<file path="config.mk">
export PLATFORM = sky130hd
export DESIGN_NAME = vending_ctrl
export DESIGN_NICKNAME = d
export VERILOG_FILES = /design/src/rtl/vending_pkg.sv /design/src/rtl/vend_change_sel.sv /design/src/rtl/vending_ctrl.sv
export SDC_FILE = /design/constraint.sdc
export NUM_CORES = 1
export LEC_CHECK = 0
export CORE_ASPECT_RATIO = 0.8
export CORE_MARGIN = 3
export CORE_UTILIZATION = 46
export DETAILED_ROUTE_END_ITERATION = 16
export PLACE_DENSITY = 0.73
export SETUP_SLACK_MARGIN = 0.15
export SKIP_CTS_REPAIR_TIMING = 1
export SLEW_MARGIN = 40
export SYNTH_ARGS = -nofsm -noshare
export SYNTH_HDL_FRONTEND = slang
export SYNTH_SLANG_ARGS = --single-unit
</file>
<file path="constraint.sdc">
create_clock -name clk -period 2.4 [get_ports clk]
set_input_delay 0.24 -clock clk [delete_from_list [all_inputs] [get_ports clk]]
set_output_delay 0.24 -clock clk [all_outputs]
set_load 0.02 [all_outputs]
</file>
<file path="src/rtl/vending_pkg.sv">
// vending_pkg: shared types and constants
// for the coin-operated vending controller.
package vending_pkg;

  typedef enum logic [1:0] {
    IDLE,
    ACCUM,
    VEND,
    CHANGE
  } state_t;

  typedef logic [1:0] coin_t;

  localparam coin_t COIN_NONE = 2'b00;
  localparam coin_t COIN_N    = 2'b01;
  localparam coin_t COIN_D    = 2'b10;
  localparam coin_t COIN_Q    = 2'b11;

  localparam int VAL_N = 5;
  localparam int VAL_D = 10;
  localparam int VAL_Q = 25;

  function automatic int coin_value(
    input coin_t c
  );
    case (c)
      COIN_N:  return VAL_N;
      COIN_D:  return VAL_D;
      COIN_Q:  return VAL_Q;
      default: return 0;
    endcase
  endfunction

endpackage

</file>
<file path="src/rtl/vend_change_sel.sv">
// vend_change_sel: greedy change picker,
// largest coin not exceeding the credit.
module vend_change_sel
  import vending_pkg::*;
#(
  parameter int W = 8
) (
  input  logic [W-1:0] i_credit,
  output coin_t        o_coin,
  output logic [W-1:0] o_value
);

  // pick quarter, then dime, else nickel
  always_comb begin
    o_coin  = COIN_N;
    o_value = W'(VAL_N);
    if (i_credit >= W'(VAL_Q)) begin
      o_coin  = COIN_Q;
      o_value = W'(VAL_Q);
    end else if (i_credit >= W'(VAL_D)) begin
      o_coin  = COIN_D;
      o_value = W'(VAL_D);
    end
  end

endmodule

</file>
<file path="src/rtl/vending_ctrl.sv">
// vending_ctrl: credit accumulation, vend
// strobe and greedy change/refund dispense.
module vending_ctrl
  import vending_pkg::*;
#(
  parameter int PRICE    = 30,
  parameter int CREDIT_W = 8
) (
  input  logic                clk,
  input  logic                r,
  input  logic                coin_valid,
  input  logic [1:0]          coin_sel,
  input  logic                cancel,
  output logic [CREDIT_W-1:0] credit,
  output logic                vend,
  output logic                chg_valid,
  output logic [1:0]          chg_coin,
  output logic                coin_reject,
  output logic                busy
);

  if ((PRICE % 5) != 0 || PRICE < 5 ||
      PRICE > 235) begin : g_bad_price
    $error("vending_ctrl: bad PRICE");
  end

  if (CREDIT_W < 9 &&
      (1 << CREDIT_W) <= PRICE + 20)
  begin : g_bad_width
    $error("vending_ctrl: CREDIT_W small");
  end

  localparam logic [CREDIT_W-1:0] W_PRICE =
    CREDIT_W'(PRICE);

  state_t              r_state;
  state_t              w_next;
  logic [CREDIT_W-1:0] r_credit;
  logic [CREDIT_W-1:0] w_credit_nxt;
  logic                r_reject;
  logic                w_reject_nxt;
  logic                w_coin_ok;
  logic [CREDIT_W-1:0] w_coin_val;
  logic [CREDIT_W-1:0] w_sum;
  coin_t               w_chg_coin;
  logic [CREDIT_W-1:0] w_chg_val;

  assign w_coin_ok  = coin_valid &&
                      (coin_sel != COIN_NONE);
  assign w_coin_val = CREDIT_W'(
                        coin_value(coin_sel));
  assign w_sum      = r_credit + w_coin_val;

  vend_change_sel #(
    .W (CREDIT_W)
  ) u_sel (
    .i_credit (r_credit),
    .o_coin   (w_chg_coin),
    .o_value  (w_chg_val)
  );

  // state, credit and reject strobe flops
  always_ff @(posedge clk or negedge r) begin
    if (!r) begin
      r_state  <= IDLE;
      r_credit <= '0;
      r_reject <= 1'b0;
    end else begin
      r_state  <= w_next;
      r_credit <= w_credit_nxt;
      r_reject <= w_reject_nxt;
    end
  end

  // next state; cancel outranks a coin
  always_comb begin
    w_next = r_state;
    unique case (r_state)
      IDLE, ACCUM: begin
        if (cancel) begin
          if (r_state == ACCUM)
            w_next = CHANGE;
        end else if (w_coin_ok) begin
          w_next = (w_sum >= W_PRICE) ?
                   VEND : ACCUM;
        end
      end
      VEND:
        w_next = (r_credit == W_PRICE) ?
                 IDLE : CHANGE;
      CHANGE:
        w_next = (r_credit == w_chg_val) ?
                 IDLE : CHANGE;
      default: w_next = IDLE;
    endcase
  end

  // next credit; any unaccepted coin bounces
  always_comb begin
    w_credit_nxt = r_credit;
    w_reject_nxt = coin_valid;
    unique case (r_state)
      IDLE, ACCUM: begin
        if (!cancel && w_coin_ok) begin
          w_credit_nxt = w_sum;
          w_reject_nxt = 1'b0;
        end
      end
      VEND:
        w_credit_nxt = r_credit - W_PRICE;
      CHANGE:
        w_credit_nxt = r_credit - w_chg_val;
      default: w_credit_nxt = '0;
    endcase
  end

  // outputs decoded from the flops
  always_comb begin
    credit      = r_credit;
    coin_reject = r_reject;
    vend        = (r_state == VEND);
    chg_valid   = (r_state == CHANGE);
    chg_coin    = (r_state == CHANGE) ?
                  w_chg_coin : COIN_NONE;
    busy        = (r_state == VEND) ||
                  (r_state == CHANGE);
  end

endmodule

</file>
== Yosys cells after proc, flatten, opt, wreduce, memory -nomap -nowiden ==
Index checks and enable logic that the tools add are counted.

* Bits in registers: 11

* $add $sub $neg: 3
* $lt $le $gt $ge: 3
* Equality and inequality tests: 11
* Mux-type cells: 17
* Reductions and logical operators: 8

{| class="wikitable"
|+ Operator list
! kind !! count
|-
| $pmux W8 S3 || 1
|-
| $mux W2 || 9
|-
| $ge A8 B5 Y1 const B || 2
|-
| $mux W8 || 2
|-
| $pmux W5 S3 || 1
|-
| $add A8 B8 Y8 || 1
|-
| $eq A2 B2 Y1 const B || 4
|-
| $eq A8 B5 Y1 const B || 1
|-
| $eq A8 B8 Y1 || 1
|-
| $ge A8 B4 Y1 const B || 1
|-
| $sub A8 B5 Y8 const B || 1
|-
| $sub A8 B8 Y8 || 1
|-
| $ne A3 B3 Y1 const B || 2
|-
| $pmux W2 S3 || 1
|-
| $eq A2 B1 Y1 const B || 2
|-
| $mux W4 || 1
|-
| $logic_and A1 B1 Y1 || 2
|-
| $logic_not A2 Y1 || 1
|-
| $mux W1 || 2
|-
| $ne A2 B2 Y1 const B || 1
|-
| $reduce_and A2 Y1 || 1
|-
| $reduce_bool A2 Y1 || 1
|-
| $reduce_or A2 Y1 || 1
|-
| $logic_not A1 Y1 || 1
|-
| $logic_or A1 B1 Y1 || 1
|}

== Longest topological paths before layout ==
Gate-level depths: netlist of run 1.

* Depth after elaboration: 8
* Depth in mapped cells: 13
* Mapped depth without buffers: 12

== Modules after synthesis ==
Synthesis of run 1 repeated with hierarchy kept, for this count alone.

* Cell total of the unflattened synthesis: 192
* Area, all modules: 1475.2 µm²

{| class="wikitable"
|+ Modules (own cells, without submodules)
! module !! times used !! cells each !! area each (µm²)
|-
| vending_ctrl || 1 || 178 || 1356.3
|-
| vend_change_sel || 1 || 14 || 118.9
|}

== Worst setup path after synthesis of run 1 ==
No wires, ideal clock.

* Kind: flip-flop to flip-flop
* Start: register r_credit[5], in the netlist credit[5]
* End: register r_credit[6], in the netlist credit[6]
* Library setup time: 0.080 ns
* Data arrival time: 2.604 ns
* Slack: -0.284 ns
* Cell stages (with the launch flop): 12
* Path buffers: 1
* Clock period less this slack: 2.684 ns
* Cells stage by stage: dfrtp_1 > clkbuf_1 > or3_1 > a31oi_1 > nand2_1 > fa_1 > a21o_1 > a21o_1 > a21oi_1 > a21oi_1 > o22ai_1 > xor2_1

* Longest elaborated chain between the ends: 5
* Elaborated cells on any way between the ends: 9

{| class="wikitable"
|+ RTL lines
! item !! RTL line !! RTL
|-
| from (decl) || vending_ctrl.sv:38 || <nowiki>logic [CREDIT_W-1:0] r_credit;</nowiki>
|-
| from (signal assigned) || vending_ctrl.sv:70 || <nowiki>r_credit <= w_credit_nxt;</nowiki>
|-
| $ge A8 B4 Y1 || vend_change_sel.sv:20 || <nowiki>end else if (i_credit >= W'(VAL_D)) begin</nowiki>
|-
| $mux W4 || vend_change_sel.sv:20 ||
|-
| $mux W8 || vend_change_sel.sv:17 || <nowiki>if (i_credit >= W'(VAL_Q)) begin</nowiki>
|-
| $sub A8 B8 Y8 || vending_ctrl.sv:112 || <nowiki>w_credit_nxt = r_credit - w_chg_val;</nowiki>
|-
| $pmux W8 S3 (*) || vending_ctrl.sv:102 || <nowiki>unique case (r_state)</nowiki>
|}

Every way passes the cells marked *; elsewhere a longest branch is shown, timed or not. The select of a mux whose other input is x is not followed.
A chain may end at the register's enable or synchronous reset.

== Worst setup path in the final report of run 1 ==
* Start: register r_credit[1], in the netlist credit[1]
* End: register r_credit[6], in the netlist credit[6]

Same word-level chain as after synthesis.

==> results of run 1 <==
[registers in the layout (all words and copies together) (netlist names)]
name / count
credit: 8
r_state: 2
coin_reject: 1
[worst paths after layout]
check	endpoint	slack, ns	cells past startpoint
worst max-delay path	credit[6]$_DFFE_PN0P_	-0.06	10
worst min-delay path	credit[3]$_DFFE_PN0P_	0.30	1
worst max register to register	credit[6]$_DFFE_PN0P_	-0.06	10
worst min register to register	credit[6]$_DFFE_PN0P_	0.59	2
max in group asynchronous	credit[5]$_DFFE_PN0P_	1.73	1
min in group clk	coin_reject$_DFF_PN0_	0.51	4
[cell usage after synthesis, types with 3 or more instances]
library cell	count
a21o_1	3
a21oi_1	13
and2_1	5
clkbuf_1	7
dfrtp_1	11
ha_1	12
inv_1	5
mux2i_1	3
nand2_1	8
nand2b_1	3
nand3_1	4
nor2_1	6
nor2b_1	6
o211ai_1	5
o21ai_0	12
o21bai_1	3
xnor2_1	5
xor2_1	6
[power by group through the flow]
stage	Combinational, uW	Sequential, uW	Clock (uW)
floorplan	1160	517	0
global placement	1950	361	0
detailed placement	2000	364	0
CTS	2020	359	132
global route	2420	378	144
finish	2210	369	133
[logic make-up (layout without fill, tap and decap cells)]
family | count (synthesis) | after routing
simple gates | 44 | 44
buf+inv | 12 | 50
xor+xnor | 11 | 11
mux | 3 | 3
flops | 11 | 11
compound gates | 49 | 49
fa+ha+maj | 14 | 14
[per-layer routing]
| metal | GRT usage (%) | part of all wire, % | vias up |
|---|---|---|---|
| met5 | 0 | 0 | - |
| met4 | 0.366 | 0.73 | 0 |
| met3 | 4.84 | 6.5 | 4 |
| met2 | 34.7 | 46 | 47 |
| met1 | 28.7 | 46 | 580 |
| li1 | - | - | 603 |
[area by class of cell]
| cell class | count | share of cell area (%) |
|---|---|---|
| multi-input cells | 121 | 57.7 |
| flip-flops and latches | 11 | 16.1 |
| repair buffers | 41 | 21.1 |
| inverters | 5 | 1.08 |
| well taps | 34 | 2.45 |
| clock buffers | 4 | 1.52 |
[per-stage QoR]
step	setup TNS, ns	hold WS [ns]
after CTS	-0.426	0.318
after global placement	-0.313	0.569
final	-0.0860	0.299
after detailed placement	-0.727	0.585
after floorplan	-0.0780	-0.0556
after global routing	-0.572	0.339
[critical path: cells and delay by family, from the launching register on]
family                     cells  cell delay, ns
DFF                            1            0.43
AOI/OAI and AO/OA              6            0.93
and+or+nand+nor                2            0.49
xor gates and xnor gates       1            0.15
adders and majority gates      1            0.38
==> flow_summary.yaml, run 1 <==
synth:
  muxShareOfSynthArea_pct: 2.53
  synth_seq_area_share_pct: 23.2
  synthesis.nets: 164
  synth_edf_count: 0
  async_flop_share_pct: 100
  synth_top_area_share_pct: 23.2
  yosys.area.top_type: "dfrtp_1"
  synthCells: 144
  synth-xor-area-share_pct: 8.11
  ys_ff_latch: 11
  syn_area_um2: 1190
  synth-simple-area-share_pct: 20.3
  synth.avg_cell_area_um2: 8.25
  synthDistinctLibCells: 36
  synth_top_family_by_area: "compound AO/OA/AOI/OAI gates"
  synth-compound-area-share_pct: 26.0
  synth_top_flop_cell: "dfrtp_1"
  synth_adder_area_share_pct: 16.0
  yosysWarnings: 0
  synthTopCellsByArea: "dfrtp_1, ha_1, a21oi_1"
placed_design:
  placed_cell_area_um2: 1610
  place_hpwl_um: 2610
  portBuffers: 19
  dp_slack_ns: -0.280
  place_congestion: 0.916
  dpl.cell_count: 210
worst_hold_path:
  hold_class: "primary input to asynchronous set/reset pin"
final_layout:
  final_cell_area_um2: 1730
  final_common_cell: "buf_4"
  multiInputGateArea_um2: 1000
  area_growth_pct: 46.0
  drive_gt1_share_pct: 29.7
  final_cells: 216
  seq_area_um2: 279
  most-common-layout-cells: "buf_4, clkdlybuf4s50_1, a21oi_1, ha_1, dfrtp_1"
  final_util_pct: 75.1
  num-nets-final: 203
  fillCellCount: 177
  diodes: 0
timing:
  setup_viol: 2
  rsz0062_at_grt: "true"
  worstMarginPinSlew_ns: 0.505
  fin_crit_sh_pct: 103
  period_minus_slack_ns: 2.46
  worst_slack_ns: -0.0638
  finClkSkew_ns: 0.00365
  relSlewSlack_pct: 66.2
  hold_violations: 0
  slew_viol_final: 0
  max_freq_mhz: 406
global_routing:
  antenna_found_initial: 0
  first_global_vias: 1151
  grt_max_degree: 20
  grt_pass1_wl_um: 5300
  grt_usage_pct: 20.6
  grt.overflow.total: 0
cts:
  cts.sinks: 11
  cts_tree: "done"
  cts_inserted_buffers: 3
  clock_path_buffers: 2
  clock_latency_ns: 0.27
  cts_root_buffer: "clkbuf_4"
  path_clk_slew_ns: 0.08
  htreeDepth: 1
power_and_ir_drop:
  p_leak_uw: 0.000712
  netSwitchingPower_uw: 1290
  pwr-share-seq_pct: 13.6
  p_int_uw: 1430
  p_comb_share_pct: 81.5
  swShare_pct: 47.4
  irDropWorstVdd_v: 0.000891
  p_per_area_nw_per_um2: 1570
  finalPower_uw: 2720
  p_clk_share_pct: 4.9
detailed_routing:
  first_iter_violations: 73
  via_per_inst: 5.71
  drt_wl_total_um: 3410
  antenna_left: 0
  wl_per_cell_um: 15.8
  drc: 0
  dr.pass1.iters: 4
  vias: 1234
setup_path:
  path_class: "flip-flop to flip-flop"
  crit_required_ns: 2.60
  crit_fanout: 4
  critPathArrivalTime_ns: 2.66
  start_kind: "flip-flop"
  slowest_delay_ns: 0.43
  worstSetupEndpointType: "flip-flop"
  slowest_stage: "dfrtp_2"
  cp_cell_sequence: "or3_4 -> a31oi_4 -> nand2_4 -> fa_2 -> a21o_1 -> a21o_1 -> a21oi_2 -> a21oi_2 -> o22ai_2 -> xor2_1"
  r2r-start: "credit[1]$_DFFE_PN0P_"
  crit_start: "credit[1]$_DFFE_PN0P_"
run_status:
  violations: "setup timing"
  status: "complete, but fails checks"
floorplanning:
  fp-row-count: 15
  die_y_um: 51.4
  core_area_um2: 2310
  io_pins: 20
  dieWidth_um: 62.8
  die_area_um2: 3230
  start_util_pct: 51.4
flow_run:
  max_cap_viol_count: 0
Note: power is estimated with default switching activity, not from simulation.
==> inputs of run 2 (changes only) <==
Settings changed: CORE_UTILIZATION 46 to 48, GPL_ROUTABILITY_DRIVEN set to 0, PLACE_DENSITY 0.73 to 0.87.
==> run 2 against run 1 <==
Compared with the run above:
- the run still ends with setup timing left
- power is 0.38% higher
- clock-buffer cell count stayed put
- design area is 3.1% lower
- sequential power hardly changed
- clock skew is 0.0037 ns higher
- register-to-register slack worse by 0.02 ns
- critical path depth stayed put
- non-clock buffer count is 4 lower
- worst hold slack better by 0.0048 ns
- maximum frequency is 0.90% lower
- largest power group unchanged
- highest routed layer unchanged
==> flow_summary.yaml, run 2 (synthesis gave the netlist of run 1 again) <==
run_status:
  status: "complete, but fails checks"
  violations: "setup timing"
final_layout:
  area_growth_pct: 41.5
  drive_gt1_share_pct: 29.2
  most-common-layout-cells: "clkdlybuf4s50_1, buf_4, ha_1, dfrtp_1"
  num-nets-final: 199
  fillCellCount: 148
  final_util_pct: 74.6
  largest_register_ffs: 8
  diodes: 0
detailed_routing:
  drt_wl_total_um: 3660
  vias: 1299
  drc: 0
  via_per_inst: 6.40
  antenna_left: 0
  dr.pass1.iters: 4
  wl_per_cell_um: 18.0
  first_iter_violations: 136
global_routing:
  antenna_found_initial: 0
  grt_use_met2_pct: 37.1
  gr-usage-met1_pct: 30.4
  grt_max_degree: 14
  grt_pass1_wl_um: 5390
  first_global_vias: 1219
  grt.overflow.total: 0
  top_usage_layer: "met2"
  grt_use_met3_pct: 5.91
  grt_usage_pct: 22.8
setup_path:
  crit_fanout: 4
  slowest_delay_ns: 0.43
  reg2reg_to: "credit[5]$_DFFE_PN0P_"
  endpoint: "credit[5]$_DFFE_PN0P_"
  start_kind: "flip-flop"
  crit_cells: 10
  crit_required_ns: 2.60
  r2r_cells: 10
  slowest_stage: "dfrtp_2"
  worstSetupEndpointType: "flip-flop"
  critPathBufInv: 0
  critPathArrivalTime_ns: 2.68
  cp_common_cell: "nand3b_1"
  crit_start: "credit[2]$_DFFE_PN0P_"
  cp_cell_sequence: "or3_4 -> a31oi_4 -> nand2_4 -> ha_1 -> nand3b_1 -> a21boi_1 -> o21ai_1 -> nand3b_1 -> a31oi_2 -> xor2_1"
  reg2reg_slack_ns: -0.09
  r2r-start: "credit[2]$_DFFE_PN0P_"
  crit_family: "simple AND/OR/NAND/NOR gates"
  path_class: "flip-flop to flip-flop"
placed_design:
  portBuffers: 19
  dp_slack_ns: -0.344
  place_hpwl_um: 2520
floorplanning:
  dieWidth_um: 61.6
  start_util_pct: 52.7
  io_pins: 20
  core_area_um2: 2250
  die_area_um2: 3110
  die_y_um: 50.5
  fp-row-count: 15
timing:
  worstMarginPinSlew_ns: 0.518
  period_minus_slack_ns: 2.49
  slew_viol_final: 0
  hold_violations: 0
  finClkSkew_ns: 0.00730
  rsz0062_at_grt: "true"
  max_freq_mhz: 402
  relSlewSlack_pct: 65.4
  worst_slack_ns: -0.0861
  setup_viol: 5
  fin_crit_sh_pct: 104
cts:
  htreeDepth: 1
  path_clk_slew_ns: 0.08
  cts_root_buffer: "clkbuf_4"
  cts_inserted_buffers: 3
  clock_path_buffers: 2
  cts_tree: "done"
  cts.sinks: 11
  clock_latency_ns: 0.27
worst_hold_path:
  hold_class: "primary input to asynchronous set/reset pin"
flow_run:
  max_cap_viol_count: 0
power_and_ir_drop:
  p_per_area_nw_per_um2: 1620
  irDropWorstVdd_v: 0.000989
  p_leak_uw: 0.000672
run 2: cell count changes in the layout (fill, tap and decap cells not counted):
cell,change
buf_4,-3
a21oi_1,-2
a21oi_2,+2
clkdlybuf4s50_1,+2
dlymetal6s2s_1,-2
ha_2,+2
a21boi_1,+1
a21boi_2,-1
buf_6,-1
ha_1,-1
ha_4,-1
o21ai_0,-1
o21ai_1,+1
run 2: power breakdown:
part	total, uW	switching [uW]	internal, uW
logic	2220	1170	1060
clock network	130	65.9	64.4
registers	371	91.2	280
total	2730	1320	1400
run 2: layer usage:
layer  up-vias  wire length, um
li1        596                -
met3         8              335
met1       622             1570
met2        73             1710
met4         0               55
met5         -                0
run 2: worst min-delay path by stage:
| stage | start | to |
|---|---|---|
| after detailed placement | credit[6]$_DFFE_PN0P_ | credit[6]$_DFFE_PN0P_ |
| final | r | credit[7]$_DFFE_PN0P_ |
| after global routing | r | credit[4]$_DFFE_PN0P_ |
| after CTS | r | credit[7]$_DFFE_PN0P_ |
| after global placement | credit[5]$_DFFE_PN0P_ | credit[5]$_DFFE_PN0P_ |
| after floorplan | r | coin_reject$_DFF_PN0_ |
run 2: area by class of cell:
| type | instances | area, um2 | area share (%) |
|---|---|---|---|
| Multi-Input combinational cell | 121 | 997 | 59.3 |
| Sequential cell | 11 | 279 | 16.6 |
| Inverter | 5 | 18.8 | 1.12 |
| Timing Repair Buffer | 37 | 328 | 19.5 |
| Clock buffer | 4 | 26.3 | 1.56 |
| Tap cell | 25 | 31.3 | 1.86 |
run 2: through the flow:
step,hold WS [ns],TNS (ns),instances,power [uW],area (um2)
6_report,0.304,-0.249,203,2730,1680
5_1_grt,0.335,-1.01,203,2920,1680
4_1_cts,0.332,-0.385,201,2480,1590
3_5_place_dp,0.588,-0.830,197,2330,1570
3_3_place_gp,0.583,-0.241,197,2260,1570
2_1_floorplan,-0.0556,-0.0780,144,1680,1260
==> inputs of run 3 (changes only) <==
Settings changed: CTS_CLUSTER_DIAMETER set to 120.
==> results of run 3 <==
Final layout, timing and power as in run 2 (identical DEF).
==> edit 1, RTL diff (config.mk and constraints of run 1) <==
Set the parameter `CREDIT_W` to 7 (it was 8).
--- a/src/rtl/vending_ctrl.sv
+++ b/src/rtl/vending_ctrl.sv
@@ -5,5 +5,5 @@
 #(
   parameter int PRICE    = 30,
-  parameter int CREDIT_W = 8
+  parameter int CREDIT_W = 7
 ) (
   input  logic                clk,
Interface: changed (resized credit); port bits go from 20 to 19. The function was not compared with the original's and may differ.
==> edit 1 against run 1 <==
- the flow still finishes with violations (setup timing)
- worst setup slack better by 0.0075 ns
- non-clock buffer count is 2 higher
- synthesized cell count grew 6.3%
- wire length increased by 10%
- sequential cell count shrank 1
- combinational power is 10% higher
- synthesized area increased by 1.6%
- first-iteration DRC count up 16%
- critical endpoint is now r_state[1]
- cell area is 0.65% lower
- cell count grew 6.0%
- total power grew 8.5%
==> edit 1: results (changes against run 1) <==
Post-Place Setup Slack: -0.151 ns (was -0.280 ns)
top-count cell post-synth: nand2_1 (was a21oi_1)
post-synthesis sequential area ratio: 0.207 (was 0.232)
post-route setup slack: -0.0563 ns (was -0.0638 ns)
Max Buffers Root-to-Sink: 2 (unchanged)
top post-synthesis cells by area: dfrtp_1 (21%), ha_1 (12%), o21ai_0 (5.0%) (was dfrtp_1 (23%), ha_1 (13%), a21oi_1 (5.5%))
Distinct cells, synth: 49 (was 36)
Post-Route WL: 3.76 mm (was 3.41 mm)
gpl congestion: 0.863 (was 0.916)
FF-to-FF Start: credit[2] (was credit[1])
largest net degree at the start of global routing: 14 (was 20)
number of setup violations in the final report: 3 (was 2)
Port Buffer Count: 18 (was 19)
Final nets: 216 (was 203)
max incr delay on CP: 0.43 ns (about the same)
Yosys warnings: 0 (unchanged)
Leak: 0.757 nW (was 0.712 nW)
drt first pass iters: 4 (unchanged)
via total after detailed routing: 1,345 (was 1,234)
first-pass GRT wire length: 5.84 mm (was 5.30 mm)
outcome: complete, but fails checks (unchanged)
Tightest Pin Transition: 0.511 ns (was 0.505 ns)
CP arrival: 2.68 ns (was 2.66 ns)
Syn Nets: 173 (was 164)
Largest register FFs: 7 (was 8)
placed wire-length estimate: 2.67 mm (was 2.61 mm)
violated checks: setup timing (unchanged)
Worst path slowest cell: dfrtp_2 (unchanged)
synth cell count leaders: nand2_1 (16), ha_1 (12), o21ai_0 (12) (was a21oi_1 (13), ha_1 (12), o21ai_0 (12))
GR Util All Layers: 0.226 (was 0.206)
VDD IR max: 0.945 mV (was 0.891 mV)
First DRT Iteration DRCs: 85 (was 73)
share of cells above drive strength 1: 0.277 (was 0.297)
clk root buf: clkbuf_4 (unchanged)
clock skew: 0.000718 ns (was 0.00365 ns)
==> edit 1: changes by cell type in the layout (fill, tap and decap cells not counted), sizes merged, moves of 3 or more <==
cell / change
buf: +3
nor2: +4
xor2: -5
a21oi: -4
o211ai: -4
inv: +6
nand2: +8
==> edit 1: final timing paths <==
check                           cells past startpoint  slack (ns)     endpoint
worst max-delay path                               12       -0.06   r_state[1]
worst min-delay path                                1        0.29  coin_reject
worst max register to register                     12       -0.06   r_state[1]
worst min register to register                      2        0.60    credit[6]
max in group asynchronous                           1        1.75    credit[5]
min in group clk                                    2        0.55  coin_reject
==> edit 1: cell families (layout without fill, tap and decap cells) <==
logic type / after synthesis / after routing / synth area share
and+or+nand+nor: 54 / 54 / 0.229
AOI/OAI and AO/OA: 48 / 48 / 0.275
buffers and inverters: 17 / 59 / 0.0550
adders and majority gates: 14 / 14 / 0.158
DFF: 10 / 10 / 0.207
xor gates and xnor gates: 7 / 7 / 0.0508
muxes: 3 / 3 / 0.0249
==> edit 1: area by class of cell <==
cell class	instances	area, um^2
multi-input combinational	126	970
fill	190	586
timing repair buffer	43	373
sequential	10	254
inverter	12	47.5
tap	34	42.5
clock buffer	4	36.3
==> edit 1: report_power, final <==
group | internal (mW) | total (mW) | switching [mW] | leakage [nW]
registers | 0.262 | 0.349 | 0.0876 | 0.108
logic | 1.19 | 2.43 | 1.24 | 0.628
clock network | 0.0925 | 0.163 | 0.0703 | 0.0210
==> edit 1: stage by stage <==
| step | instances | cell area, um^2 | TNS (ns) |
|---|---|---|---|
| floorplan | 153 | 1260 | -0.0581 |
| detailed placement | 222 | 1620 | -0.644 |
| finish | 229 | 1720 | -0.148 |
| CTS | 226 | 1660 | -0.920 |
| global route | 229 | 1720 | -0.824 |
| global placement | 222 | 1620 | -0.304 |
==> edit 1: worst register-to-register path, cell delays in order (launching register included) <==
cell and delay (ns):
dfrtp_2 0.43, inv_2 0.08, ha_4 0.13, o31ai_2 0.06
a211o_1 0.32, buf_4 0.17, inv_2 0.08, ha_4 0.21
and4_1 0.17, a32o_2 0.26, a21oi_2 0.18, buf_4 0.14
o311a_1 0.17
==> edit 1: per-layer routing <==
layer | part of all wire | GRT usage | routed length [um] | up-vias
li1 | - | - | - | 642
met1 | 0.45 | 0.309 | 1700 | 634
met2 | 0.47 | 0.357 | 1770 | 60
met3 | 0.062 | 0.0605 | 232 | 9
met4 | 0.015 | 0.0502 | 55 | 0
met5 | 0 | 0 | 0 | -
